File: config.mk
export PLATFORM = sky130hd
export DESIGN_NAME = mem_access_unit
export DESIGN_NICKNAME = d
export VERILOG_FILES = /design/src/rtl/mem_access_unit.sv
export SDC_FILE = /design/constraint.sdc
export NUM_CORES = 1
export LEC_CHECK = 0
export BUFFER_PORTS_ARGS = -buffer_cell sky130_fd_sc_hd__buf_4
export CAP_MARGIN = 30
export CORE_MARGIN = 10
export CORE_UTILIZATION = 34
export CTS_CLUSTER_SIZE = 12
export DETAILED_ROUTE_END_ITERATION = 6
export PLACE_DENSITY_LB_ADDON = 0.08
export SETUP_SLACK_MARGIN = 0.15
export SKIP_CTS_REPAIR_TIMING = 1
export SLEW_MARGIN = 5
export SYNTH_ARGS = -nofsm -noshare
export SYNTH_HDL_FRONTEND = slang
export SYNTH_SLANG_ARGS = --single-unit
File: constraint.sdc
create_clock -name clk -period 5.7 [get_ports clk]
set_input_delay 1.71 -clock clk [delete_from_list [all_inputs] [get_ports clk]]
set_output_delay 1.71 -clock clk [all_outputs]
set_load 0.01 [all_outputs]
File: src/rtl/mem_access_unit.sv
// mem_access_unit: data-memory stage running a req/ack bus transaction and stalling the core via busy.
// Define MISALIGN_SPLIT_EN to split misaligned accesses into two aligned transactions instead of faulting.
module mem_access_unit #(
    parameter int XLEN       = 32,
    parameter int ADDR_WIDTH = 32
) (
    input  logic                  clk,
    input  logic                  rst,
    input  logic                  ex_valid,
    input  logic                  mem_read,
    input  logic                  mem_write,
    input  logic [2:0]            funct3,
    input  logic [ADDR_WIDTH-1:0] alu_result,
    input  logic [XLEN-1:0]       store_data,
    output logic                  busy,
    output logic                  done,
    output logic [XLEN-1:0]       load_data,
    output logic                  fault,
    output logic                  bus_req,
    output logic                  bus_we,
    output logic [ADDR_WIDTH-1:0] bus_addr,
    output logic [3:0]            bus_be,
    output logic [XLEN-1:0]       bus_wdata,
    input  logic                  bus_ack,
    input  logic [XLEN-1:0]       bus_rdata
);
    typedef enum logic [1:0] {IDLE, REQ1, REQ2, RESP} state_t;
    state_t state;
    logic accept, legal_f3, misaligned, err;
    logic [1:0] off, off_q;
    logic [2:0] f3_q;
    logic [7:0] mask;
    logic [XLEN-1:0] rep, rsh;
    function automatic logic [XLEN-1:0] ext(input logic [XLEN-1:0] w, input logic [2:0] f);
        return f[1] ? w : f[0] ? {{(XLEN-16){w[15] & ~f[2]}}, w[15:0]}
                               : {{(XLEN-8){w[7] & ~f[2]}}, w[7:0]};
    endfunction
    assign off        = alu_result[1:0];
    assign accept     = ex_valid & (mem_read | mem_write);
    assign legal_f3   = (funct3[1:0] != 2'b11) & ~(funct3[2] & (mem_write | funct3[1]));
    assign mask       = {4'b0, (funct3[1] ? 4'b1111 : funct3[0] ? 4'b0011 : 4'b0001)} << off;
    assign misaligned = |mask[7:4];
    assign rep        = funct3[1] ? store_data : funct3[0] ? {2{store_data[15:0]}} : {4{store_data[7:0]}};
    assign rsh        = bus_rdata >> {off_q, 3'b000};
    assign busy       = rst & ((state == IDLE & accept) | state == REQ1 | state == REQ2);
`ifdef MISALIGN_SPLIT_EN
    logic split_q;
    logic [3:0] be2_q;
    logic [XLEN-1:0] wd2_q, word0_q;
    logic [2*XLEN-1:0] wide, pair;
    assign err  = (mem_read & mem_write) | ~legal_f3;
    assign wide = {{XLEN{1'b0}}, store_data} << {off, 3'b000};
    assign pair = {bus_rdata, word0_q} >> {off_q, 3'b000};
`else
    assign err  = (mem_read & mem_write) | ~legal_f3 | misaligned;
`endif
    always_ff @(posedge clk or negedge rst) begin
        if (!rst) begin
            state     <= IDLE;
            done      <= 1'b0;
            fault     <= 1'b0;
            bus_req   <= 1'b0;
            bus_we    <= 1'b0;
            bus_addr  <= '0;
            bus_be    <= '0;
            bus_wdata <= '0;
            load_data <= '0;
            off_q     <= '0;
            f3_q      <= '0;
`ifdef MISALIGN_SPLIT_EN
            split_q   <= 1'b0;
            be2_q     <= '0;
            wd2_q     <= '0;
            word0_q   <= '0;
`endif
        end else begin
            done <= 1'b0;
            case (state)
                IDLE: if (accept) begin
                    off_q  <= off;
                    f3_q   <= funct3;
                    bus_we <= mem_write;
                    fault  <= err;
                    if (err) begin
                        state <= RESP;
                        done  <= 1'b1;
                        if (mem_read) load_data <= '0;
                    end else begin
                        state    <= REQ1;
                        bus_req  <= 1'b1;
                        bus_addr <= {alu_result[ADDR_WIDTH-1:2], 2'b00};
                        bus_be   <= mask[3:0];
`ifdef MISALIGN_SPLIT_EN
                        bus_wdata <= misaligned ? wide[XLEN-1:0] : rep;
                        split_q   <= misaligned;
                        be2_q     <= mask[7:4];
                        wd2_q     <= wide[2*XLEN-1:XLEN];
`else
                        bus_wdata <= rep;
`endif
                    end
                end
                REQ1: if (bus_ack) begin
`ifdef MISALIGN_SPLIT_EN
                    if (split_q) begin
                        state     <= REQ2;
                        word0_q   <= bus_rdata;
                        bus_addr  <= bus_addr + ADDR_WIDTH'(4);
                        bus_be    <= be2_q;
                        bus_wdata <= wd2_q;
                    end else
`endif
                    begin
                        state   <= RESP;
                        bus_req <= 1'b0;
                        done    <= 1'b1;
                        if (!bus_we) load_data <= ext(rsh, f3_q);
                    end
                end
`ifdef MISALIGN_SPLIT_EN
                REQ2: if (bus_ack) begin
                    state   <= RESP;
                    bus_req <= 1'b0;
                    done    <= 1'b1;
                    if (!bus_we) load_data <= ext(pair[XLEN-1:0], f3_q);
                end
`endif
                RESP: begin
                    state <= IDLE;
                    fault <= 1'b0;
                end
                default: state <= IDLE;
            endcase
        end
    end
endmodule

==> flow_metrics.py, run 1 <==
metrics = {
    "clock_network": {
        "clock-sinks": 109,
        "cts_tree": "built",
        "clkTransAtPathRegs_ns": 0.07,
        "clk_path_buf_depth": 2,
        "numCtsBuffers": 9,
        "h-tree-depth": 3,
        "cts_root_buf": "clkbuf_16",
        "clk-insertion-delay-late_ns": 0.35,
    },
    "route": {
        "routed_wl_um": 15400,
        "wire_per_inst_um": 20.0,
        "dr.pass1.iters": 4,
        "drc": 0,
        "drtIter0Drc": 200,
        "ant_nets": 0,
        "vias": 3880,
        "vias_per_cell": 5.05,
    },
    "grt": {
        "grt-ovfl-total": 0,
        "first_global_vias": 4296,
        "grt_pass1_wl_um": 24200,
        "grt_max_degree": 62,
        "antenna_found_initial": 0,
        "grt.total_usage": 0.150,
    },
    "logic_synthesis": {
        "synth-seq-cells": 109,
        "synth-edff-count": 0,
        "syn_inst": 384,
        "ys_seq_area_frac": 0.532,
        "netlist_area_um2": 5130,
        "ys_types": 45,
        "synth.yosys.warnings": 0,
        "ys.flop_type": "dfrtp_1",
        "ys_top_cells_by_area": "dfrtp_1 (53%), mux2_2 (21%), mux2i_1 (4.5%)",
        "yosys.area.top_type_share": 0.532,
        "synth_commonest_cells": "dfrtp_1 (109), mux2_2 (94), mux2i_1 (23)",
        "synth_top_area_cell": "dfrtp_1",
        "avgSynthCellArea_um2": 13.3,
        "synth-async-reset-ratio": 1.00,
        "synth.most_common_cell": "dfrtp_1",
    },
    "layout": {
        "drive_above_1_share": 0.590,
        "insertedDiodeCount": 0,
        "area_growth_pct": 38.7,
        "nNetsFinal": 685,
        "finish.utilization": 0.485,
    },
    "sta": {
        "worst_pin_slew_ns": 1.03,
        "setup_viol": 0,
        "post-route-period-util": 0.762,
        "maxSlewViolCount": 0,
        "grt_setup_unrepaired": "false",
        "fmaxAchievable_mhz": 230,
        "relSlewSlack": 0.315,
        "fin_hold_ws_ns": 0.497,
        "min_period_ns": 4.34,
        "tns_ns": 0,
        "fin_skew_ns": 0.00672,
        "final_hold_viol_count": 0,
    },
    "power": {
        "comb_power_share": 0.448,
        "p_sw_frac": 0.343,
        "vdd_ir_drop_max_mv": 0.256,
        "seqPwrFrac": 0.379,
        "power_switching_mw": 1.24,
        "power_frac_clock": 0.174,
        "p_leak_nw": 3.36,
        "p_int_mw": 2.37,
        "p_per_area_nw_per_um2": 508,
    },
    "die": {
        "die_x_um": 143,
        "start_util": 0.350,
        "placementRows": 44,
        "core_area_um2": 14600,
        "dieHeight_um": 143,
        "dieArea_um2": 20400,
        "num_io_pins": 210,
    },
    "critical_path": {
        "critPathSlowestCell": "buf_4",
        "critPathBufInv": 2,
        "critPathLaunchType": "input pin",
        "endpoint_kind": "output port",
        "crit_arrival_ns": 2.63,
        "crit_type": "input pin to output port",
        "crit_chain": "buf_4, nand2_1, a21oi_1, buf_4",
        "cp_max_fo": 50,
        "max_stage_delay_ns": 0.50,
        "critPathTopFamily": "buffers and inverters",
        "crit_top_cell": "buf_4",
        "cp.required_ns": 3.99,
    },
    "flow_run": {
        "cap_violations": 0,
    },
    "placed_design": {
        "gp_congestion": 0.764,
        "place_hpwl_um": 11700,
        "port_buffers": 207,
    },
    "outcome": {
        "outcome": "finished, final reports clean",
    },
    "hold_path": {
        "min_path_type": "flop to flop",
    },
}
[state kept, by name (all words and copies together) (netlist names)]
register and cells:
bus_be 4, state 2, bus_req 1, bus_wdata 32, f3_q 3, bus_addr 30, done 1, load_data 32
off_q 2, fault 1, bus_we 1
[routing by layer]
metal  vias up  track usage  share of wire
met5         -            0              0
met4         0       0.0293         0.0075
met3         8       0.0813           0.11
met2       127        0.243           0.49
met1      1922        0.171           0.40
li1       1823            -              -
[worst reg2reg max path: stages, from the launching register on]
cell,delay (ns)
dfrtp_1,0.59
buf_16,0.22
nor2b_1,0.58
a2bb2oi_1,0.26
a2111oi_4,0.99
a221o_2,0.25
[cells in the final DEF (no fill, tap or decap), types with 3 or more instances in the layout]
master     count
o21ai_0       17
dfrtp_1      109
a221o_2       15
mux2i_1       23
a211oi_1       7
nor2_1        11
a21oi_1        8
mux2_2        94
o2bb2ai_1     12
nand2_1       18
buf_4        211
o41ai_1        3
nor2b_1        3
a22o_1         3
clkinv_4       3
inv_1          3
mux2_1         4
clkbuf_16      9
[worst paths after layout]
path	start	to	slack, ns	cells after the start
worst min-delay path	load_data[11]$_DFFE_PN0P_	load_data[11]$_DFFE_PN0P_	0.50	1
worst min register to register	load_data[11]$_DFFE_PN0P_	load_data[11]$_DFFE_PN0P_	0.50	1
worst max register to register	off_q[0]$_DFFE_PN0P_	load_data[25]$_DFFE_PN0P_	2.76	5
min in group asynchronous	rst	bus_we$_DFFE_PN0P_	1.39	1
worst max-delay path	rst	busy	1.36	4
max in group asynchronous	rst	bus_wdata[23]$_DFFE_PN0P_	3.08	2
[through the flow]
step / cells / setup slack (ns) / instance area [µm²] / total power [mW]
global route: 769 / 1.20 / 7110 / 3.86
finish: 769 / 1.36 / 7110 / 3.61
CTS: 769 / 1.30 / 7110 / 3.68
floorplan: 385 / 1.95 / 5130 / 2.19
detailed placement: 753 / 1.30 / 6820 / 3.03
global placement: 752 / 1.34 / 6790 / 2.99
[cell families after synthesis]
group	after synthesis	share of synthesized area
multiplexers	122	0.265
flip-flops	109	0.532
AO/OA/AOI/OAI	75	0.122
AND/OR/NAND/NOR	46	0.0478
buffers and inverters	31	0.0327
other	1	0.000732
[power by group through the flow]
stage	combinational, mW	clock (mW)	sequential [mW]
CTS	1.66	0.652	1.37
global route	1.76	0.679	1.42
global placement	1.60	0	1.39
detailed placement	1.65	0	1.38
finish	1.62	0.627	1.37
floorplan	0.713	0	1.48
[final cells by class]
class,instances,area [µm²]
clock buffers,11,233
clock inverters,5,61.3
fillers,1362,7530
inverters,3,11.3
multi-input cells,245,2230
flip-flops and latches,109,2730
well taps,184,230
repair buffers,212,1610
No activity file was read; power rests on OpenSTA's default activity.
==> inputs of run 2 (changes only) <==
clock period = 3.5 ns   (was 5.7 ns; I/O delays follow)
==> run 2 against run 1 <==
  * Sequential cell count unchanged
  * Combinational power increased by 63%
  * Clock power increased by 63%
  * Largest power group unchanged
  * Final area increased by 0.81%
  * Count of clock-buffer cells in the layout decreased by 1
  * Cell count increased by 1.2%
  * Global-route usage about the same
  * Sequential share of layout area decreased by 0.31 points
  * Highest routed layer unchanged
  * Register-to-register slack got worse by 1.7 ns
  * Via count increased by 1.9%
==> flow_metrics.py, run 2 (same netlist as run 1, synthesis figures left out) <==
metrics = {
    "outcome": {
        "outcome": "finished, final reports clean",
    },
    "route": {
        "dr.pass1.iters": 4,
        "drtIter0Drc": 168,
        "ant_nets": 0,
        "wire_per_inst_um": 20.0,
        "vias": 3954,
        "routed_wl_um": 15500,
        "drc": 0,
        "vias_per_cell": 5.08,
    },
    "grt": {
        "grt-ovfl-total": 0,
        "grt_pass1_wl_um": 24000,
        "grt_max_degree": 57,
        "first_global_vias": 4393,
        "antenna_found_initial": 0,
        "grt.total_usage": 0.150,
    },
    "sta": {
        "relSlewSlack": 0.333,
        "fmaxAchievable_mhz": 367,
        "tns_ns": 0,
        "fin_skew_ns": 0.00723,
        "worst_pin_slew_ns": 1.00,
        "post-route-period-util": 0.778,
        "setup_viol": 0,
        "maxSlewViolCount": 0,
        "final_hold_viol_count": 0,
        "min_period_ns": 2.72,
        "grt_setup_unrepaired": "false",
    },
    "critical_path": {
        "reg2reg_depth": 4,
        "cp.required_ns": 3.73,
        "rr_startpoint": "off_q[1]$_DFFE_PN0P_",
        "endpoint_kind": "flop",
        "crit_type": "input pin to flop",
        "cp_max_fo": 50,
        "regToRegEndpoint": "load_data[16]$_DFFE_PN0P_",
        "critPathLaunchType": "input pin",
        "r2r_setup_slack_ns": 1.06,
        "crit_arrival_ns": 2.96,
    },
    "clock_network": {
        "cts_tree": "built",
        "clk-insertion-delay-late_ns": 0.35,
        "cts_root_buf": "clkbuf_16",
        "h-tree-depth": 3,
        "clk_path_buf_depth": 2,
        "numCtsBuffers": 9,
        "clock-sinks": 109,
        "clkTransAtPathRegs_ns": 0.07,
    },
    "placed_design": {
        "dp.cells": 762,
        "port_buffers": 207,
        "placed_cell_area_um2": 6880,
        "gp_congestion": 0.794,
        "place_hpwl_um": 11800,
    },
    "die": {
        "start_util": 0.350,
        "num_io_pins": 210,
        "core_area_um2": 14600,
        "die_x_um": 143,
        "dieHeight_um": 143,
        "dieArea_um2": 20400,
        "placementRows": 44,
    },
    "layout": {
        "fillers": 1358,
        "insertedDiodeCount": 0,
        "area_growth_pct": 39.8,
        "layout_common_cells": "buf_4 (220), dfrtp_1 (109), mux2_2 (94)",
        "fin_area_um2": 7170,
        "drive_above_1_share": 0.598,
        "top_regs": "bus_wdata (32), load_data (32), bus_addr (30)",
        "regArea_um2": 2730,
        "nNetsFinal": 694,
        "stdcell_count": 778,
        "multi_input_area_um2": 2230,
        "finish.utilization": 0.489,
        "layout_commonest_cell": "buf_4",
    },
    "hold_path": {
        "holdPathStages": 1,
        "min_path_type": "flop to flop",
        "worstHoldStart": "bus_wdata[24]$_DFFE_PN0P_",
        "holdPathEnd": "bus_wdata[24]$_DFFE_PN0P_",
    },
    "power": {
        "p_per_area_nw_per_um2": 822,
        "p_leak_nw": 3.40,
        "power_mw": 5.89,
        "vdd_ir_drop_max_mv": 0.460,
    },
    "flow_run": {
        "cap_violations": 0,
    },
}
[run 2: changes by cell type in the layout (fill, tap and decap cells not counted), sizes merged]
| cell | before | now |
|---|---|---|
| inv | 3 | 4 |
| clkbuf | 11 | 10 |
| buf | 212 | 221 |
[run 2: metal layers]
layer | up-vias | GRT usage | wire length [µm]
met1 | 1942 | 0.169 | 6010
met3 | 15 | 0.0773 | 1770
li1 | 1845 | - | -
met5 | - | 0 | 0
met4 | 0 | 0.0478 | 259
met2 | 152 | 0.241 | 7490
[run 2: cell type report]
class                   instances  share of cell area
inverters                       3             0.00157
clock inverters                 6             0.00873
multi-input cells             245               0.312
flip-flops and latches        109               0.381
repair buffers                221               0.233
well taps                     184              0.0321
clock buffers                  10              0.0319
[run 2: where the power goes]
| group | internal [mW] | switching (mW) | total [mW] |
|---|---|---|---|
| combinational | 1.47 | 1.16 | 2.64 |
| sequential | 1.84 | 0.396 | 2.24 |
| clock | 0.556 | 0.462 | 1.02 |
[run 2: worst max path at each step]
stage                   start                  endpoint  slack, ns  depth (start not counted)
global route         mem_read                      busy       0.71                          4
CTS                  mem_read                      busy       0.77                          4
detailed placement  funct3[0]  bus_addr[21]$_DFFE_PN0P_       0.43                          6
global placement    funct3[0]   bus_addr[3]$_DFFE_PN0P_       0.46                          6
finish              funct3[0]   bus_addr[5]$_DFFE_PN0P_       0.78                          6
floorplan           funct3[0]  load_data[2]$_DFFE_PN0P_       0.83                          6
[run 2: per-stage QoR]
stage	hold WS (ns)	setup WS [ns]
6_report	0.496	0.776
5_1_grt	0.509	0.714
4_1_cts	0.497	0.771
3_5_place_dp	0.481	0.426
3_3_place_gp	0.474	0.461
2_1_floorplan	0.509	0.831
[run 2: critical path, stage by stage]
cell     delay, ns
buf_4         0.19
o41ai_2       0.39
nand3_2       0.26
nor2_4        0.34
buf_12        0.30
mux2_2        0.37
